<file path="src/rtl/bitrev_reorder.sv">
// Ping-pong bit-reversal reorder buffer: natural-order frames of 2^N samples in, bit-reversed (or natural) frames out.
// Latency: first output 2 cycles after a frame's last input sample; no back-pressure, and input rate never exceeds drain rate.
module bitrev_reorder #(
  parameter int N  = 4,
  parameter int DW = 16
) (
  input  logic          clk,
  input  logic          rst_n,
  input  logic          in_valid,
  input  logic [DW-1:0] in_data,
  input  logic          in_bypass,
  output logic          out_valid,
  output logic [DW-1:0] out_data,
  output logic          out_sop,
  output logic          out_eop
);

  localparam int DEPTH = 1 << N;

  typedef enum logic {
    RD_IDLE = 1'b0,
    RD_RUN  = 1'b1
  } rd_state_t;

  logic [DW-1:0] mem_q [2][DEPTH];
  logic [1:0]    mode_q, mode_d;

  logic          wr_bank_q, wr_bank_d;
  logic [N-1:0]  wr_idx_q, wr_idx_d;

  rd_state_t     rd_state_q, rd_state_d;
  logic          rd_bank_q, rd_bank_d;
  logic [N-1:0]  rd_idx_q, rd_idx_d;
  logic          rd_en;
  logic [N-1:0]  rd_addr;

  logic          out_valid_q, out_valid_d;
  logic [DW-1:0] out_data_q, out_data_d;
  logic          out_sop_q, out_sop_d;
  logic          out_eop_q, out_eop_d;

  logic          full_evt;
  logic          rd_last;

  function automatic logic [N-1:0] bitrev(input logic [N-1:0] idx);
    logic [N-1:0] r;
    r = '0;
    for (int k = 0; k < N; k++) begin
      r[k] = idx[N-1-k];
    end
    return r;
  endfunction

  assign full_evt = in_valid && (wr_idx_q == '1);
  assign rd_last  = (rd_idx_q == '1);
  assign rd_addr  = mode_q[rd_bank_q] ? rd_idx_q : bitrev(rd_idx_q);

  always_comb begin
    wr_idx_d  = wr_idx_q;
    wr_bank_d = wr_bank_q;
    mode_d    = mode_q;
    if (in_valid) begin
      wr_idx_d = wr_idx_q + 1'b1;
      // Mode is latched only at the first sample so mid-frame toggles are ignored.
      if (wr_idx_q == '0) begin
        mode_d[wr_bank_q] = in_bypass;
      end
      if (full_evt) begin
        wr_bank_d = ~wr_bank_q;
      end
    end
  end

  always_comb begin
    rd_state_d = rd_state_q;
    rd_bank_d  = rd_bank_q;
    rd_idx_d   = rd_idx_q;
    rd_en      = 1'b0;
    case (rd_state_q)
      RD_IDLE: begin
        if (full_evt) begin
          rd_state_d = RD_RUN;
          rd_bank_d  = wr_bank_q;
          rd_idx_d   = '0;
        end
      end
      RD_RUN: begin
        rd_en    = 1'b1;
        rd_idx_d = rd_idx_q + 1'b1;
        // A bank filling on the wrap cycle chains straight into the next drain.
        if (rd_last) begin
          if (full_evt) begin
            rd_bank_d = wr_bank_q;
          end else begin
            rd_state_d = RD_IDLE;
          end
        end
      end
      default: begin
        rd_state_d = RD_IDLE;
      end
    endcase
  end

  always_comb begin
    out_valid_d = rd_en;
    out_data_d  = out_data_q;
    out_sop_d   = 1'b0;
    out_eop_d   = 1'b0;
    if (rd_en) begin
      out_data_d = mem_q[rd_bank_q][rd_addr];
      out_sop_d  = (rd_idx_q == '0);
      out_eop_d  = rd_last;
    end
  end

  always_ff @(posedge clk) begin
    if (in_valid) begin
      mem_q[wr_bank_q][wr_idx_q] <= in_data;
    end
  end

  always_ff @(posedge clk or negedge rst_n) begin
    if (!rst_n) begin
      wr_idx_q    <= '0;
      wr_bank_q   <= 1'b0;
      mode_q      <= '0;
      rd_state_q  <= RD_IDLE;
      rd_bank_q   <= 1'b0;
      rd_idx_q    <= '0;
      out_valid_q <= 1'b0;
      out_data_q  <= '0;
      out_sop_q   <= 1'b0;
      out_eop_q   <= 1'b0;
    end else begin
      wr_idx_q    <= wr_idx_d;
      wr_bank_q   <= wr_bank_d;
      mode_q      <= mode_d;
      rd_state_q  <= rd_state_d;
      rd_bank_q   <= rd_bank_d;
      rd_idx_q    <= rd_idx_d;
      out_valid_q <= out_valid_d;
      out_data_q  <= out_data_d;
      out_sop_q   <= out_sop_d;
      out_eop_q   <= out_eop_d;
    end
  end

  assign out_valid = out_valid_q;
  assign out_data  = out_data_q;
  assign out_sop   = out_sop_q;
  assign out_eop   = out_eop_q;

endmodule
</file>
<file path="config.mk">
export PLATFORM = sky130hd
export DESIGN_NAME = bitrev_reorder
export DESIGN_NICKNAME = d
export VERILOG_FILES = /design/src/rtl/bitrev_reorder.sv
export SDC_FILE = /design/constraint.sdc
export NUM_CORES = 1
export LEC_CHECK = 0
export CAP_MARGIN = 15
export CORE_UTILIZATION = 60
export CTS_CLUSTER_DIAMETER = 120
export DETAILED_ROUTE_END_ITERATION = 8
export GPL_TIMING_DRIVEN = 0
export PLACE_DENSITY = 0.77
export SYNTH_ARGS = -nofsm -noshare
export SYNTH_HDL_FRONTEND = slang
export SYNTH_SLANG_ARGS = --single-unit
export TNS_END_PERCENT = 20
</file>
<file path="constraint.sdc">
create_clock -name clk -period 4.6 [get_ports clk]
set_input_delay 1.15 -clock clk [delete_from_list [all_inputs] [get_ports clk]]
set_output_delay 1.15 -clock clk [all_outputs]
set_load 0.01 [all_outputs]
</file>
==> results list, run 1 <==
- The Yosys step of the flow raised 0 warnings.
- TritonCTS built the clock tree.
- For this design the ratio of total power to cell area is around 650 mW/mm².
- Counting flops with an async set or reset pin after synthesis yields a share of between 5 and 6%.
- Initial Utilization: between 60% and 70%
- Maximum fanout count along the critical path: 10
- Worst IR drop on VDD: between 300 and 400 µV
- Ratio of cells with drive above 1 in the final layout: ~14%
* Critical Path Source Type: flip-flop
* Cell-internal power: just over 10 mW
- Cts hold-fix bufs: 0
* Number of hold-slack violations in the final timing report: 0
- Of the synthesized area, sequential elements account for between 70% and 80%.
- Arrival time at the worst endpoint: roughly 3900 ps
* Global-route wire length before repair: around 90,000 µm
- Standard-cell row count: 70
- Via total after detailed routing: between 10,000 and 15,000
- Clock-pin slew reported for the worst setup and hold paths after clock tree synthesis: 60 ps
- Wires add up to between 60,000 and 70,000 µm.
* H-tree depth: 2
* Number of antenna-violating nets in the routed design: 0
- For this block, the initial DRC count from the detailed router was approximately 2,000.
- The worst hold path belongs to the class flip-flop to flip-flop.
- Diodes inserted: 0
* Cells along the critical path: buf_2 -> inv_1 -> buf_1 -> buf_2 -> nor2_1 -> clkbuf_1 -> nand3_1 -> nand4_1 -> nand3_1
- Startpoint of the worst setup timing path: rd_bank_q$_DFFE_PN0P_
- Worst rel slew slack: between 10% and 20%
- Count of flip-flops with a built-in enable after synthesis: a little over 500
- On the critical path the largest part of the delay comes from buffers and inverters.
* Flop-to-flop setup slack: ~1200 ps
* Met3 GRT Util: 5.69%
- Summed over all nets, the half-perimeter wirelength after detailed placement is between 40,000 and 50,000 µm.
- For the pin with the worst max-slew slack, the measured transition is about 1200 ps.
- The number of gates resized after CTS was 0.
* Post-synth net total: roughly 1,500
- The worst register-to-register path ends at out_data[6]$_DFFE_PN0P_.
- Largest net degree at the start of global routing: 33
- Cell types with the largest area share after synthesis: sky130_fd_sc_hd__edfxtp_1 (69%), sky130_fd_sc_hd__mux2i_1 (5.4%), sky130_fd_sc_hd__dfrtp_1 (3.6%)
- Final critical-path share of the clock period: roughly three quarters
- Post-synth top area cell: sky130_fd_sc_hd__edfxtp_1
- Critical Path End Type: flip-flop
- The analysis attributes to cell leakage a power of approximately 8.5 nW.
* Synthesized area: 0.0222 mm²
- Setup violations remaining at the end of the flow were counted as 0.
- Synthesis handed over a netlist of 1,445 instances.
- The die covers ~0.038 mm².
* Delay of the slowest critical-path stage: 690 ps
* Mapped Avg Cell Area: approximately 15 µm²
- Reg-to-reg critical path startpoint: rd_bank_q$_DFFE_PN0P_
* CTS root buffer: sky130_fd_sc_hd__clkbuf_16
- Max-slew violation total from the final report: 0
- Setup bufs post-CTS: 0
- Clock network latency to the later pin of the worst-skew pair: 610 ps
- The initial antenna violation count came to 0.
- CP bufs+invs: 5
- Number of storage elements in the synthesis netlist: roughly 540
- The die is between 150 and 200 µm tall.
- Buffers on Ports: 38
* Net switching power: roughly 6.3 mW
- Following the worst setup path forward leads to its endpoint at out_data[6]$_DFFE_PN0P_.
- Number of global-route vias before repair: about 14,000
- Highest-delay cell along the critical path: sky130_fd_sc_hd__buf_1
* Overall power consumption: roughly 17 mW
- met2 is the most crowded layer.
- Unrepaired setup endpoints after global routing: false
* Leading register cell type out of synthesis: sky130_fd_sc_hd__edfxtp_1
* Seq pwr share: 36.6%
- Relative contribution of combinational cells to total power: between 30% and 40%
- In the global route stage, met1 resource usage came out at 45.9%.
- Wirelength per Cell: 29.3 µm
- Number of top-level pins: 39
* Most common cell after layout, fill and taps aside: sky130_fd_sc_hd__edfxtp_1
- R2r worst-path depth: 9
- Final weighted congestion in routability-driven placement: roughly 0.95
- Global-route usage over all layers: 32.9%
- Post-layout util: roughly 70%
* Num Clock Sinks: 544
- Crit path kind: flip-flop to flip-flop
- Share of the synthesized area in the top cell type: between 60% and 70%
- Area growth syn-to-layout: 15.0%
* Max Clock Freq: 294 MHz
* Via count normalized by instance count: ~6.8
- Buffers inserted during clock tree synthesis total 53.
- For the finished layout, the period the worst path requires is around 3400 ps.
* Data required time of the worst path: 5130 ps
* Clock network fraction of total power: 24.8%
- Global routing consumed, on the met2 layer, around half of the routing resources.
- Maximum clock insertion buffer count: 3
* Outcome: finished, final reports clean
- Overall die width: between 150 and 200 µm
- The core region is 0.0365 mm².
- The final layout contains 1,602 nets.
- Setup clock skew after layout: 40.1 ps
* Critical Path Stages: 9
* Remaining global-route overflow: 0
* Detailed-routing iteration count for the pre-antenna-repair pass: 6
* Switching part of the total power: about two fifths
* Post-route DRC: 0
* Commonest cells after routing, fill and taps aside: sky130_fd_sc_hd__edfxtp_1 (512), sky130_fd_sc_hd__nand2_1 (156), sky130_fd_sc_hd__mux2i_1 (120)
- Synthesis instantiated 59 different standard cells from the library.
- Setup total negative slack on the finished layout was measured at 0 ps.
- Max Cap Violations: 0
[metal layers]
layer  vias up  share of wire (%)
met5         -                  0
met2      1035                 46
met1      7032                 37
met3       171                 11
met4         0                5.1
li1       6009                  -
[worst register-to-register path, stage by stage, from the launching register on]
cell	delay (ps)
sky130_fd_sc_hd__dfrtp_1	430
sky130_fd_sc_hd__buf_2	230
sky130_fd_sc_hd__inv_1	260
sky130_fd_sc_hd__buf_1	700
sky130_fd_sc_hd__buf_2	460
sky130_fd_sc_hd__nor2_1	200
sky130_fd_sc_hd__clkbuf_1	340
sky130_fd_sc_hd__nand3_1	160
sky130_fd_sc_hd__nand4_1	350
sky130_fd_sc_hd__nand3_1	240
[worst min-delay path by stage]
stage / to / slack (ps) / cells after the start / start
after global placement: out_data[7]$_DFFE_PN0P_ / 520 / 2 / out_data[7]$_DFFE_PN0P_
after CTS: wr_idx_q[0]$_DFFE_PN0P_ / 560 / 1 / wr_idx_q[0]$_DFFE_PN0P_
after detailed placement: out_data[6]$_DFFE_PN0P_ / 540 / 2 / out_data[6]$_DFFE_PN0P_
after floorplan: out_valid$_DFF_PN0_ / 440 / 0 / rd_state_q$_DFF_PN0_
after global routing: out_data[7]$_DFFE_PN0P_ / 580 / 2 / out_data[7]$_DFFE_PN0P_
final: out_data[7]$_DFFE_PN0P_ / 550 / 2 / out_data[7]$_DFFE_PN0P_
[flip-flops by register name, indices dropped and copies added, names as in the netlist]
register    count
rd_state_q      1
out_data       16
mem_q         512
out_valid       1
wr_idx_q        4
wr_bank_q       1
out_sop         1
rd_idx_q        4
out_eop         1
rd_bank_q       1
mode_q          2
[power groups by stage]
| stage | Sequential [mW] | Combinational (mW) | Clock, mW |
|---|---|---|---|
| final | 6.07 | 6.39 | 4.12 |
| after global routing | 6.10 | 6.71 | 4.30 |
| after CTS | 6.07 | 6.25 | 4.11 |
| after detailed placement | 6.17 | 6.21 | 0 |
| after global placement | 6.17 | 5.95 | 0 |
| after floorplan | 6.15 | 3.78 | 0 |
[per-stage QoR]
| stage | hold slack, ps | instances | instance area [µm²] | setup slack [ps] |
|---|---|---|---|---|
| final | 554 | 2087 | 25600 | 1190 |
| after global placement | 525 | 1951 | 23200 | 285 |
| after detailed placement | 543 | 1987 | 23900 | 934 |
| after CTS | 556 | 2085 | 25500 | 1320 |
| after floorplan | 437 | 1445 | 22200 | 1710 |
| after global routing | 579 | 2087 | 25600 | 1070 |
[synth_stat cells, drive strengths merged, types with 9 or more instances]
cell type and n:
a211oi 23, a21oi 31, a221oi 70, a22o 10, a22oi 17, a31oi 16, and3 16, buf 51
clkbuf 46, dfrtp 32, edfxtp 512, inv 9, mux2 14, mux2i 126, mux4 14, nand2 156
nand3 67, nand4 25, nor2 54, nor2b 17, nor3 32, o21ai 19
[cell families (layout without fill, tap and decap cells)]
family | after synthesis | count (layout) | share of synthesized area (%)
adder cells (fa/ha/maj) | 6 | 6 | 0.338
multiplexers | 154 | 154 | 7.98
XOR/XNOR | 5 | 5 | 0.197
AO/OA/AOI/OAI | 243 | 243 | 8.54
AND/OR/NAND/NOR | 387 | 387 | 8.04
flip-flops | 544 | 544 | 72.7
buffers and inverters | 106 | 280 | 2.18
[cell type report]
| class | count | area (µm²) |
|---|---|---|
| buffer | 97 | 452 |
| fill | 2328 | 10900 |
| clock buffer | 70 | 1430 |
| timing repair buffer | 76 | 1050 |
| sequential | 544 | 16200 |
| multi-input combinational | 795 | 5650 |
| tap | 468 | 586 |
| clock inverter | 28 | 204 |
| inverter | 9 | 33.8 |
(Power assumes the default switching activity.)
==> inputs of run 2 (changes only) <==
==> constraint.sdc (replaced) <==
create_clock -name clk -period 3.4 [get_ports clk]
set_input_delay 0.85 -clock clk [delete_from_list [all_inputs] [get_ports clk]]
set_output_delay 0.85 -clock clk [all_outputs]
set_load 0.01 [all_outputs]
==> run 2 against run 1 <==
Net effect: wire length barely moved; via count hardly changed; non-clock buffer count stayed put; clock power rose by 35%; first-iteration DRC count is 0.66% higher; cell count stayed put; hold slack lost 170 ps; sequential cell count did not move; clock skew up 3.0 ps; critical path type unchanged; largest cell class unchanged.
==> results list, run 2 (synthesis gave the netlist of run 1 again) <==
- Outcome: finished, final reports clean
* Clock network latency to the later pin of the worst-skew pair: 610 ps
* Diodes inserted: 0
* Clock-pin slew reported for the worst setup and hold paths after clock tree synthesis: ~60 ps
- Multi-input logic area: 0.00565 mm²
- Post-CTS resize count: 0
- Transition time at the pin with the least slew margin: approximately 1200 ps
* Timing endpoint of the critical path: out_data[6]$_DFFE_PN0P_
- CTS buffer count: 53
* Cts hold-fix bufs: 0
- Setup repair after global routing left no endpoint under its margin.
- Buffers on Ports: 38
- The floorplan has 70 rows.
- Via count normalized by instance count: 6.83
- Antenna violations before repair: 0
- Pin placement for this block handled 39 I/O pins.
* Final setup violation count: 0
- The cell sitting at the root of the clock tree is a sky130_fd_sc_hd__clkbuf_16.
- The floorplan step defined a core boundary enclosing roughly 0.037 mm².
- Along the worst path, the maximum fanout reaches 10.
- Max Cap Violations: 0
- Critical Path Source Type: flip-flop
* Register name with the most flops: mem_q
- PD cells: 877 mW/mm²
- In the finished design, the share of the clock period the worst path needs comes to a little over nine tenths.
* Via total after detailed routing: 14,300
- In this run the post-CTS setup repair buffer count came out at 0.
* Remaining global-route overflow: 0
- The startpoint identified for the worst register-to-register timing path is mode_q[0]$_DFFE_PN0P_.
- H-tree depth: 2
- RR Endpoint: out_data[6]$_DFFE_PN0P_
- The library cells used most frequently in the layout, excluding fill and tap cells, are sky130_fd_sc_hd__edfxtp_1 (512), sky130_fd_sc_hd__nand2_1 (156), sky130_fd_sc_hd__mux2i_1 (120).
- Ratio of cells with drive above 1 in the final layout: between 10 and 15%
- For the worst setup path, the data required time is slightly below 4000 ps.
- Across the whole layout, storage elements account for around 0.016 mm².
- Entering global routing, the biggest net connects 33 pins.
- The count of nets left with antenna violations once routing finished came out at 0.
- Final worst hold slack: between 300 and 400 ps
- The library cell used most frequently in the layout, excluding fill and tap cells, is sky130_fd_sc_hd__edfxtp_1.
* Height of the die: between 150 and 200 µm
* First-iteration detailed-routing DRC count: around 2,000
- The floorplan step defined a die boundary enclosing roughly 0.038 mm².
- The layout has about 2,300 filler cells.
- Wirelength per Cell: between 20 and 30 µm
- Summed over all cells, the static leakage comes to 8.55 nW.
- The area growth from synthesis to layout is 15.0%.
- Initial Utilization: around 61%
- The most critical setup path has its startpoint at mode_q[0]$_DFFE_PN0P_.
- Final weighted congestion in routability-driven placement: approximately 0.95
- In this run the horizontal extent of the chip is about 190 µm.
* Post-route DRC: 0
- Global routing consumed, over all layers together, 32.9% of the routing resources.
- Arrival time at the worst endpoint: 3760 ps
- Measured against its own limit, the worst slew margin works out to ~17%.
* Crit path kind: flip-flop to flip-flop
- Critical Path End Type: flip-flop
- The clock period could shrink to 3230 ps.
- The first global-routing pass estimated around 90,000 µm of wire.
* Max-slew violation total from the final report: 0
* Worst IR drop on VDD: roughly 470 µV
- Wire length after detailed routing: around 61,000 µm
* TritonCTS clock tree: yes
* Type of the worst min-delay path: primary input to async pin
* Total Negative Setup Slacks: 0 ps
* Setup clock skew after layout: 43.1 ps
* Num Clock Sinks: ~540
- The wire-length estimate of the detail-placed layout is 41,300 µm.
* Detailed-routing iteration count for the pre-antenna-repair pass: 5
* Max Clock Freq: a little over 300 MHz
* Number of hold-slack violations in the final timing report: 0
- Maximum clock insertion buffer count: 3
- Number of global-route vias before repair: approximately 14,000
- Flop-to-flop setup slack: 170 ps
* Number of flip-flops under the largest register name: 512
* R2r worst-path depth: 9
- Post-layout net count: between 1,500 and 2,000
-- run 2: metal layers --
layer  vias to the layer above  wire length (µm)  global-route usage [%]
met5                         -                 0                       0
met4                         0              3120                    16.2
met3                       166              7070                    5.69
met2                      1029             28500                    50.8
met1                      7055             22600                    45.9
li1                       6007                 -                       -
-- run 2: cell type report --
type	count	area share [%]
buffer	97	1.77
clock buffer	70	5.59
clock inverter	28	0.797
inverter	9	0.132
multi-input combinational	795	22.1
sequential	544	63.2
tap	468	2.29
timing repair buffer	76	4.11
-- run 2: power breakdown --
group | total [mW] | switching (mW) | internal [mW] | leakage, nW
Clock | 5.57 | 2.46 | 3.11 | 0.800
Combinational | 8.65 | 5.80 | 2.85 | 2.74
Sequential | 8.22 | 0.265 | 7.95 | 5.01
Total | 22.4 | 8.53 | 13.9 | 8.55
-- run 2: stage by stage --
| stage | util [%] | setup slack, ps | area (µm²) | instances | power [mW] |
|---|---|---|---|---|---|
| 5_1_grt | 70.1 | 14.0 | 25600 | 2087 | 23.2 |
| 2_1_floorplan | - | 812 | 22200 | 1445 | 13.4 |
| 3_5_place_dp | 65.4 | 34.5 | 23900 | 1987 | 16.7 |
| 3_3_place_gp | 63.5 | -615 | 23200 | 1951 | 16.4 |
| 4_1_cts | 69.9 | 115 | 25500 | 2085 | 22.2 |
| 6_report | 70.1 | 169 | 25600 | 2087 | 22.4 |
-- run 2: worst max-delay path, cell delays in order (launching register included) --
cell                       delay (ps)
sky130_fd_sc_hd__dfrtp_1          370
sky130_fd_sc_hd__buf_6            140
sky130_fd_sc_hd__mux2i_4          370
sky130_fd_sc_hd__buf_2            290
sky130_fd_sc_hd__mux2i_2          640
sky130_fd_sc_hd__clkbuf_1         490
sky130_fd_sc_hd__nand2_1          110
sky130_fd_sc_hd__nand3_1          120
sky130_fd_sc_hd__nand4_1          370
sky130_fd_sc_hd__nand3_1          240
-- run 2: worst min path at each step --
stage,startpoint,end,slack (ps),cells past startpoint
after detailed placement,out_data[6]$_DFFE_PN0P_,out_data[6]$_DFFE_PN0P_,540,2
after global placement,out_data[7]$_DFFE_PN0P_,out_data[7]$_DFFE_PN0P_,520,2
after floorplan,rd_state_q$_DFF_PN0_,out_valid$_DFF_PN0_,440,0
after global routing,rst_n,out_data[12]$_DFFE_PN0P_,420,1
final,rst_n,out_data[10]$_DFFE_PN0P_,390,1
after CTS,rst_n,out_data[3]$_DFFE_PN0P_,380,1
